**src/rtl/constants_pkg.sv**
```systemverilog
// Shared pd4 constants plus the fetch-stage state type.
// Also used by fetch_stage, whose optional perf counters are enabled by FETCH_PERF_CNT_EN.
package constants_pkg;

    localparam int          ADDR_WIDTH    = 32;
    localparam int          DATA_WIDTH    = 32;
    localparam logic [31:0] MEM_BASE_ADDR = 32'h0100_0000;
    localparam logic [31:0] WORD_STRIDE   = 32'd4;

    typedef enum logic [1:0] {
        IDLE  = 2'd0,
        FETCH = 2'd1,
        FLUSH = 2'd2
    } fetch_state_t;

endpackage

```
**src/rtl/fetch_queue.sv**
```systemverilog
// Synchronous FIFO holding {pc, insn} pairs between instruction memory and decode.
// Clear empties the queue in one cycle; a push on the same cycle as clear is dropped.
module fetch_queue #(
    parameter int WIDTH = 64,
    parameter int DEPTH = 2
) (
    input  logic                     clk,
    input  logic                     reset,
    input  logic                     push,
    input  logic                     pop,
    input  logic                     clear,
    input  logic [WIDTH-1:0]         wdata,
    output logic [WIDTH-1:0]         rdata,
    output logic                     empty,
    output logic                     full,
    output logic [$clog2(DEPTH):0]   count
);
    import constants_pkg::*;

    localparam int PW = $clog2(DEPTH);
    localparam int CW = PW + 1;
    localparam logic [CW-1:0] DEPTH_C = CW'(DEPTH);

    logic [WIDTH-1:0] mem_q [DEPTH];
    logic [PW-1:0]    wr_q, rd_q;
    logic [CW-1:0]    cnt_q;
    logic             do_push, do_pop;

    assign empty   = (cnt_q == '0);
    assign full    = (cnt_q == DEPTH_C);
    assign count   = cnt_q;
    assign rdata   = mem_q[rd_q];
    assign do_pop  = pop && !empty;
    assign do_push = push && (!full || do_pop);

    always_ff @(posedge clk) begin
        if (reset || clear) begin
            wr_q  <= '0;
            rd_q  <= '0;
            cnt_q <= '0;
        end else begin
            if (do_push) wr_q <= wr_q + 1'b1;
            if (do_pop)  rd_q <= rd_q + 1'b1;
            cnt_q <= cnt_q + CW'(do_push) - CW'(do_pop);
        end
    end

    // Storage is not reset; the count masks stale entries.
    always_ff @(posedge clk) begin
        if (do_push && !clear) mem_q[wr_q] <= wdata;
    end

endmodule

```
**src/rtl/fetch_stage.sv**
```systemverilog
// pd4 instruction fetch: PC ownership, credit-limited imem requests, response queue to decode.
// Define FETCH_PERF_CNT_EN to add the perf_fetched / perf_bubbles counters.
module fetch_stage #(
    parameter int                    ADDR_WIDTH = constants_pkg::ADDR_WIDTH,
    parameter int                    DATA_WIDTH = constants_pkg::DATA_WIDTH,
    parameter int                    QDEPTH     = 2,
    parameter logic [ADDR_WIDTH-1:0] RESET_PC   = ADDR_WIDTH'(constants_pkg::MEM_BASE_ADDR)
) (
    input  logic                  clk,
    input  logic                  reset,
    output logic                  imem_req_valid,
    input  logic                  imem_req_ready,
    output logic [ADDR_WIDTH-1:0] imem_req_addr,
    input  logic                  imem_rsp_valid,
    input  logic [DATA_WIDTH-1:0] imem_rsp_data,
    input  logic                  redirect_valid,
    input  logic [ADDR_WIDTH-1:0] redirect_pc,
    output logic                  dec_valid,
    input  logic                  dec_ready,
    output logic [ADDR_WIDTH-1:0] dec_pc,
    output logic [DATA_WIDTH-1:0] dec_insn
`ifdef FETCH_PERF_CNT_EN
    ,
    output logic [31:0]           perf_fetched,
    output logic [31:0]           perf_bubbles
`endif
);
    import constants_pkg::*;

    localparam int CW = $clog2(QDEPTH) + 1;
    localparam int EW = ADDR_WIDTH + DATA_WIDTH;
    localparam logic [CW:0]           CREDITS = (CW+1)'(QDEPTH);
    localparam logic [ADDR_WIDTH-1:0] STRIDE  = ADDR_WIDTH'(WORD_STRIDE);
    localparam logic [1:0] S_IDLE  = 2'(IDLE);
    localparam logic [1:0] S_FETCH = 2'(FETCH);
    localparam logic [1:0] S_FLUSH = 2'(FLUSH);

    logic [1:0]            state_q, state_d;
    logic [ADDR_WIDTH-1:0] pc_q, pc_d, rsp_pc_q, rsp_pc_d;
    logic [CW-1:0]         inflight_q, inflight_d, drop_q, drop_d;
    logic [CW-1:0]         q_count;
    logic                  q_empty, q_full;
    logic [EW-1:0]         q_rdata;
    logic                  accept, rsp_fire, push, pop;
    logic [ADDR_WIDTH-1:0] redir_pc_aligned;
    logic [CW:0]           credit_used;

    assign redir_pc_aligned = redirect_pc & ~ADDR_WIDTH'(3);
    assign credit_used      = {1'b0, inflight_q} + {1'b0, q_count};

    // Credits cover both in-flight and queued entries, so every response finds a slot.
    assign imem_req_valid = (state_q == S_FETCH) && !redirect_valid && (credit_used < CREDITS);
    assign imem_req_addr  = pc_q;
    assign accept         = imem_req_valid && imem_req_ready;
    assign rsp_fire       = imem_rsp_valid && (inflight_q != '0);
    assign push           = rsp_fire && !redirect_valid && (drop_q == '0);

    assign dec_valid = !q_empty && !redirect_valid;
    assign pop       = dec_valid && dec_ready;
    assign dec_pc    = q_empty ? '0 : q_rdata[EW-1:DATA_WIDTH];
    assign dec_insn  = q_empty ? '0 : q_rdata[DATA_WIDTH-1:0];

    always_comb begin
        state_d    = state_q;
        pc_d       = pc_q;
        rsp_pc_d   = rsp_pc_q;
        drop_d     = drop_q;
        inflight_d = inflight_q + CW'(accept) - CW'(rsp_fire);
        if (accept)                    pc_d     = pc_q + STRIDE;
        if (push)                      rsp_pc_d = rsp_pc_q + STRIDE;
        if (rsp_fire && drop_q != '0)  drop_d   = drop_q - 1'b1;
        // Redirect wins: everything still outstanding after this cycle becomes a drop.
        if (redirect_valid) begin
            pc_d     = redir_pc_aligned;
            rsp_pc_d = redir_pc_aligned;
            drop_d   = inflight_d;
        end
        case (state_q)
            S_IDLE:  state_d = S_FETCH;
            S_FETCH: if (redirect_valid && inflight_d != '0) state_d = S_FLUSH;
            S_FLUSH: if (drop_d == '0) state_d = S_FETCH;
            default: state_d = S_IDLE;
        endcase
    end

    always_ff @(posedge clk) begin
        if (reset) begin
            state_q    <= S_IDLE;
            pc_q       <= RESET_PC;
            rsp_pc_q   <= RESET_PC;
            inflight_q <= '0;
            drop_q     <= '0;
        end else begin
            state_q    <= state_d;
            pc_q       <= pc_d;
            rsp_pc_q   <= rsp_pc_d;
            inflight_q <= inflight_d;
            drop_q     <= drop_d;
        end
    end

    fetch_queue #(
        .WIDTH (EW),
        .DEPTH (QDEPTH)
    ) u_queue (
        .clk   (clk),
        .reset (reset),
        .push  (push),
        .pop   (pop),
        .clear (redirect_valid),
        .wdata ({rsp_pc_q, imem_rsp_data}),
        .rdata (q_rdata),
        .empty (q_empty),
        .full  (q_full),
        .count (q_count)
    );

`ifdef FETCH_PERF_CNT_EN
    logic [31:0] fetched_q, bubbles_q;

    always_ff @(posedge clk) begin
        if (reset) begin
            fetched_q <= '0;
            bubbles_q <= '0;
        end else begin
            if (push) fetched_q <= fetched_q + 32'd1;
            if (dec_ready && !dec_valid && state_q == S_FETCH) bubbles_q <= bubbles_q + 32'd1;
        end
    end

    assign perf_fetched = fetched_q;
    assign perf_bubbles = bubbles_q;
`endif

    // A response with nothing outstanding is a memory protocol violation.
    rsp_without_request: assert property (@(posedge clk) disable iff (reset)
        !(imem_rsp_valid && inflight_q == '0));

    push_into_full_queue: assert property (@(posedge clk) disable iff (reset)
        !(push && q_full && !pop));

endmodule

```
**config.mk**
```make
export PLATFORM = sky130hd
export DESIGN_NAME = fetch_stage
export DESIGN_NICKNAME = d
export VERILOG_FILES = /design/src/rtl/constants_pkg.sv /design/src/rtl/fetch_queue.sv /design/src/rtl/fetch_stage.sv
export SDC_FILE = /design/constraint.sdc
export NUM_CORES = 1
export LEC_CHECK = 0
export ABC_AREA = 1
export BUFFER_PORTS_ARGS = -buffer_cell sky130_fd_sc_hd__buf_2
export CAP_MARGIN = 20
export CORE_ASPECT_RATIO = 1.5
export CORE_MARGIN = 3
export CORE_UTILIZATION = 51
export CTS_CLUSTER_SIZE = 25
export DETAILED_ROUTE_END_ITERATION = 8
export GPL_ROUTABILITY_DRIVEN = 0
export HOLD_SLACK_MARGIN = 0.12
export PLACE_DENSITY = 0.77
export SETUP_SLACK_MARGIN = 0.02
export SYNTH_ARGS = -nofsm -noshare
export SYNTH_HDL_FRONTEND = slang
export SYNTH_SLANG_ARGS = --single-unit
```
**constraint.sdc**
```tcl
create_clock -name clk -period 4.1 [get_ports clk]
set_clock_uncertainty 0.15 [all_clocks]
set_input_delay 0.41 -clock clk [delete_from_list [all_inputs] [get_ports clk]]
set_output_delay 0.41 -clock clk [all_outputs]
set_load 0.03 [all_outputs]
```
# ---- After elaboration in Yosys (flattened, before gate mapping)
# Memory sizes are Yosys's and may differ from the RTL's. A register that Yosys moved wholly into a read port is not among the register bits.
# Index checks and enable logic that the tools add are counted.
dict set report op_classes {
  add_sub_neg 10
  order_cmp 1
  n_eq_ne 5
  mux 15
  reduce_logical 29
}
# operator n
set ops {}
lappend ops {{2-to-1 mux 32 bit} 6}
lappend ops {{adder 32 x 3 -> 32 bit (second input constant)} 2}
lappend ops {{logical AND 1 bit} 13}
lappend ops {{nonzero test 2 bit} 5}
lappend ops {{logical NOT 2 bit} 4}
lappend ops {{2-to-1 mux 2 bit} 4}
lappend ops {{one-hot mux 2 bit (3 select lines)} 1}
lappend ops {{adder 2 x 1 -> 2 bit} 2}
lappend ops {{equality test 2 bit (second input constant)} 2}
lappend ops {{2-to-1 mux 1 bit} 4}
lappend ops {{subtractor 2 x 1 -> 2 bit} 2}
lappend ops {{adder 2 x 2 -> 3 bit} 1}
lappend ops {{logical NOT 1 bit} 3}
lappend ops {{< comparator 3 x 2 -> 1 bit (second input constant)} 1}
lappend ops {{adder 1 bit (second input constant)} 2}
lappend ops {{equality test 2 x 1 -> 1 bit (second input constant)} 1}
lappend ops {{logical OR 1 bit} 2}
lappend ops {{!= test 2 x 1 -> 1 bit (second input constant)} 1}
lappend ops {{!= test 2 bit (second input constant)} 1}
lappend ops {{AND reduction 2 bit} 1}
lappend ops {{OR reduction 2 bit} 1}
lappend ops {{subtractor 2 x 1 -> 2 bit (second input constant)} 1}
dict set report word_totals {
  register_bits 74
  mem_bits_rw 128
  in_bits 70
  wordCells 71
  mem_count 1
}
# name words width read_ports rd_ports_with_merged_regs wr line_no
set memory_table {}
lappend memory_table {u_queue.mem_q 2 64 1 1 1 fetch_queue.sv:24} ;# logic [WIDTH-1:0] mem_q [DEPTH];

# ---- Logic depth before layout (Yosys ltp)
dict set report depth {
  ltp_word 10
  depth_mapped 16
}

# ---- Hierarchy
# Synthesis repeated with hierarchy kept, for this count alone.
dict set report unflattened {
  cells_unflattened 1076
  area_unflattened_um2 10109.7
}
# module instances cells_each area_per_inst_um2 seq_area_each_um2
set by_module_without_submodules {}
lappend by_module_without_submodules {fetch_queue 1 243 5188.7 3943.8}
lappend by_module_without_submodules {fetch_stage 1 833 4921.0 1321.3}

# ---- Worst setup path after synthesis
# OpenSTA, ideal clock, no wires.
dict set report synth_timing {
  path_kind {reg-to-reg}
  start {register u_queue.cnt_q[1], in the netlist u_queue.count[1]}
  end {memory u_queue.mem_q[0][0] (enable)}
  setup_ns 0.482
  arrival_time_ns 4.164
  slack_ns -0.696
  path_stages_with_launch 9
  n_path_buf 0
  path_cell_list {dfxtp_1 inv_1 nand2_1 inv_2 nor2_1 nand2_1 a31oi_4 inv_1 nor2_1}
}
dict set report synth_between {
  elab_chain_len 10
}
# item line_no
set synth_rtl {}
lappend synth_rtl {{from (decl)} fetch_queue.sv:26} ;# logic [CW-1:0] cnt_q;
lappend synth_rtl {{from (signal assigned)} fetch_queue.sv:44} ;# cnt_q <= cnt_q + CW'(do_push) - CW'(do_pop);
lappend synth_rtl {{logical NOT 2 bit} fetch_queue.sv:29} ;# assign empty = (cnt_q == '0);
lappend synth_rtl {{logical NOT 1 bit} fetch_stage.sv:58} ;# assign dec_valid = !q_empty && !redirect_valid;
lappend synth_rtl {{logical AND 1 bit} fetch_stage.sv:58}
lappend synth_rtl {{net dec_valid} fetch_stage.sv:18} ;# output logic dec_valid,
lappend synth_rtl {{logical AND 1 bit} fetch_stage.sv:59} ;# assign pop = dec_valid && dec_ready;
lappend synth_rtl {{logical AND 1 bit} fetch_queue.sv:33} ;# assign do_pop = pop && !empty;
lappend synth_rtl {{logical OR 1 bit} fetch_queue.sv:34} ;# assign do_push = push && (!full || do_pop);
lappend synth_rtl {{logical AND 1 bit} fetch_queue.sv:34}
lappend synth_rtl {{net u_queue.do_push} fetch_queue.sv:27} ;# logic do_push, do_pop;
lappend synth_rtl {{logical AND 1 bit} fetch_queue.sv:50} ;# if (do_push && !clear) mem_q[wr_q] <= wdata;
lappend synth_rtl {{2-to-1 mux 1 bit} fetch_queue.sv:50}
lappend synth_rtl {{2-to-1 mux 1 bit (implied by the code)} fetch_queue.sv:50}
lappend synth_rtl {{to (decl)} fetch_queue.sv:24}
# The timed path passes the listed nets, and every way through them passes these cells.

# ---- Final worst setup path
dict set report layout_timing {
  start {register u_queue.cnt_q[1], in the netlist u_queue.count[1]}
  end {register state_q[0]}
}
dict set report layout_between {
  elab_chain_len 10
}
# item line_no
set layout_rtl {}
lappend layout_rtl {{adder 2 x 2 -> 3 bit (*)} fetch_stage.sv:49} ;# assign credit_used = {1'b0, inflight_q} + {1'b0, q_count};
lappend layout_rtl {{< comparator 3 x 2 -> 1 bit (*)} fetch_stage.sv:52} ;# assign imem_req_valid = (state_q == S_FETCH) && !redirect_valid && (credit_used < CREDITS);
lappend layout_rtl {{logical AND 1 bit (*)} fetch_stage.sv:52}
lappend layout_rtl {{logical AND 1 bit (*)} fetch_stage.sv:54} ;# assign accept = imem_req_valid && imem_req_ready;
lappend layout_rtl {{adder 2 x 1 -> 2 bit (*)} fetch_stage.sv:68} ;# inflight_d = inflight_q + CW'(accept) - CW'(rsp_fire);
lappend layout_rtl {{subtractor 2 x 1 -> 2 bit (*)} fetch_stage.sv:68}
lappend layout_rtl {{2-to-1 mux 2 bit / nonzero test 2 bit (equally long branches)} {fetch_stage.sv:73, fetch_stage.sv:80}}
lappend layout_rtl {{logical NOT 2 bit / logical AND 1 bit (equally long branches)} {fetch_stage.sv:81, fetch_stage.sv:80}}
lappend layout_rtl {{!= test 2 bit (no source line) / != test 2 x 1 -> 1 bit (equally long branches)} -}
lappend layout_rtl {{AND reduction 2 bit (no source line) (*)} -}
lappend layout_rtl {{to (signal assigned)} fetch_stage.sv:94} ;# state_q <= state_d;
lappend layout_rtl {{to (decl)} fetch_stage.sv:38} ;# logic [1:0] state_q, state_d;
# Mark *: on every way between the ends. The rest lies on a longest branch, timed or not.
# A chain may end at the register's enable or synchronous reset.

==> qor.txt <==
Outcome -> completed
Arrival @ worst endpoint -> 3250 ps
Slack of the critical path -> 1060 ps
Setup TNS -> 0 ps
Final Setup Violations -> 0
First-pass GRT wire length -> 35.4 mm
Antenna violations before repair -> 0
GR Util All Layers -> 0.226
Min Clock Period, post-route -> 3040 ps
Initial Utilization -> 0.528
Vias -> 7905
Syn Std Cell Area -> 9310 um^2
Area leader, netlist -> edfxtp_1
Post-DP HPWL -> 15.7 mm
TritonCTS clock tree -> built
Worst skew pair latency -> 420 ps
Die X -> 116 um
Worst rel slew slack -> 0.541
Synth Register Bits -> 195
Largest net degree at the start of global routing -> 63
Clk sinks -> 195
Actual slew at the worst max-slew pin -> 689 ps
Sequential fraction of the synthesis area -> 0.553
CP Class -> flip-flop to flip-flop
DR iter-0 viols -> 577
CTS resizes -> 0
Worst EP required -> 4310 ps
Share of layout cells above drive strength 1 -> 0.193
Share of the synthesized area in the top cell type -> 0.400
Synth warn -> 0
H-tree depth -> 4
Clock transition at the registers of the reported paths -> 70 ps
DRC viols -> 0
Core ar. -> 17600 um^2
Worst Path Max Fanout -> 7
Wire per inst -> 15.4 um
Number of vias per cell -> 5.33
Vias in the first global route -> 7426
Clock Tree Root -> clkbuf_16
Layout Cell Area excl Fill -> 11200 um^2
Netlist cell types -> 49
RSZ-0062 raised after global routing -> false
Num CTS Buffers -> 17
Non-filler instance count after layout -> 1484
DRT Wirelength -> 22.8 mm
Total grt overflow -> 0
Mean post-synth cell area -> 8.72 um^2
Area contributors post-synth -> edfxtp_1 (40%), dfxtp_1 (15%), nand2_1 (13%)
Post-DRT Antenna Nets -> 0
Clock buffer depth -> 2
Post-synth EDFFs -> 124
Row cnt -> 59
# IOs -> 168
Die ar. -> 19900 um^2
Pwr dens -> 431 nW/um^2
Leak -> 4.73 nW
Dpl ws -> 1060 ps
Post-synthesis cell count -> 1067
Peak VDD IR -> 0.220 mV
Synth Flop Type -> edfxtp_1
R2r worst-path depth -> 14
Final core utilization -> 0.636
ANT cells -> 0
Final hold vios -> 0
Fin. max-slew vios -> 0
Worst setup SP type -> flip-flop
DP Area -> 10200 um^2
Crit end category -> flip-flop
Register area -> 5150 um^2
Max-cap check violation count -> 0
Placed cells -> 1412
FILL cells -> 1462
Die Ht -> 171 um
Area growth from synthesis to layout -> 20.6%
Detailed Routing Iterations Pass 1 -> 5
Synth cell count leaders -> nand2_1 (325), edfxtp_1 (124), a21oi_1 (105), inv_1 (99), dfxtp_1 (71)
Final period utilization -> 0.742
Worst hold path type -> input pin to flip-flop
Multi-input gate area -> 3520 um^2
F_max -> 0.329 GHz
Port bufs -> 161
Count leader, synth -> nand2_1
WHS Path Cells -> 3
Async set or reset register ratio after synthesis -> 0
Net count, final -> 1336
metrics by stage:
| stage | total power, mW | hold slack [ps] |
|---|---|---|
| after global placement | 3.18 | 333 |
| final | 4.84 | 147 |
| after CTS | 4.87 | 139 |
| after detailed placement | 3.21 | 346 |
| after floorplan | 2.99 | 298 |
| after global routing | 5.05 | 159 |
layout make-up:
| class | count | area share |
|---|---|---|
| flip-flops and latches | 195 | 0.458 |
| multi-input cells | 725 | 0.314 |
| repair buffers | 210 | 0.115 |
| clock buffers | 19 | 0.0386 |
| inverters | 109 | 0.0380 |
| well taps | 213 | 0.0237 |
| clock inverters | 13 | 0.0130 |
critical path, cell delays in order (launching register included):
cell     delay, ps
dfxtp_1        450
fa_1           460
or2_1          310
nor2_8         170
nand2_8         90
ha_1           280
inv_1           40
ha_1           200
xnor2_1        150
nand2_1         90
nand3_1        130
nand2_1         60
o21ai_0        190
nand2_1         70
a21oi_1        120
registers in the layout (all words and copies together) (netlist names), named ones only:
| signal | flops |
|---|---|
| u_queue.wr_q | 1 |
| imem_req_addr | 30 |
| inflight_q | 2 |
| u_queue.rd_q | 1 |
| state_q | 2 |
| u_queue.mem_q | 124 |
| u_queue.count | 2 |
| rsp_pc_q | 30 |
| drop_q | 2 |
where the power goes:
group | total (mW) | internal, mW | switching [mW]
sequential | 2.37 | 2.26 | 0.110
clock | 1.64 | 0.913 | 0.732
combinational | 0.823 | 0.263 | 0.559
kinds of logic after synthesis:
kind of cell | after synthesis | share of synthesized area
fa+ha+maj | 8 | 0.0116
simple gates | 517 | 0.242
buf+inv | 150 | 0.0712
compound gates | 178 | 0.105
xor+xnor | 18 | 0.0169
other cells | 1 | 0.000403
flops | 195 | 0.553
worst paths after layout:
path / end / start / slack [ps]
worst max register to register: state_q[0]$_SDFFE_PP0P_ / u_queue.count[1]$_SDFF_PP0_ / 1060
worst min-delay path: rsp_pc_q[11]$_SDFFE_PP0P_ / redirect_pc[11] / 150
worst max-delay path: state_q[0]$_SDFFE_PP0P_ / u_queue.count[1]$_SDFF_PP0_ / 1060
worst min register to register: u_queue.rd_q$_SDFFE_PP0P_ / u_queue.rd_q$_SDFFE_PP0P_ / 360
per-layer routing:
| layer | GRT usage | share of wire | vias up |
|---|---|---|---|
| li1 | - | - | 3927 |
| met1 | 0.259 | 0.40 | 3650 |
| met2 | 0.418 | 0.52 | 275 |
| met3 | 0.0324 | 0.052 | 53 |
| met4 | 0.0863 | 0.028 | 0 |
| met5 | 0 | 0 | - |
repair_timing:
action / in CTS / in global routing
hold buffers: 40 / 0
endpoints found under the setup margin: 0 / 0
hold endpoints to repair: 76 / 0
setup buffers: 0 / 0
cells in the final DEF (no fill, tap or decap), types with 3 or more instances in the layout:
cell type,n
conb_1,4
inv_2,6
a31oi_1,13
nor2_1,64
a21oi_2,5
buf_4,8
nand4_1,16
inv_6,7
nand2_1,325
o21ai_0,37
nand2_2,6
xnor2_1,4
nor3_1,15
a21oi_1,105
clkinv_1,4
dlygate4sd3_1,40
o21ai_2,6
nor2_2,4
o21ai_1,4
clkbuf_16,17
ha_1,7
nand3_1,66
edfxtp_1,124
inv_1,99
dfxtp_1,70
nor2_4,7
xor2_1,14
inv_8,3
buf_2,161
No activity file was read; power rests on OpenSTA's default activity.
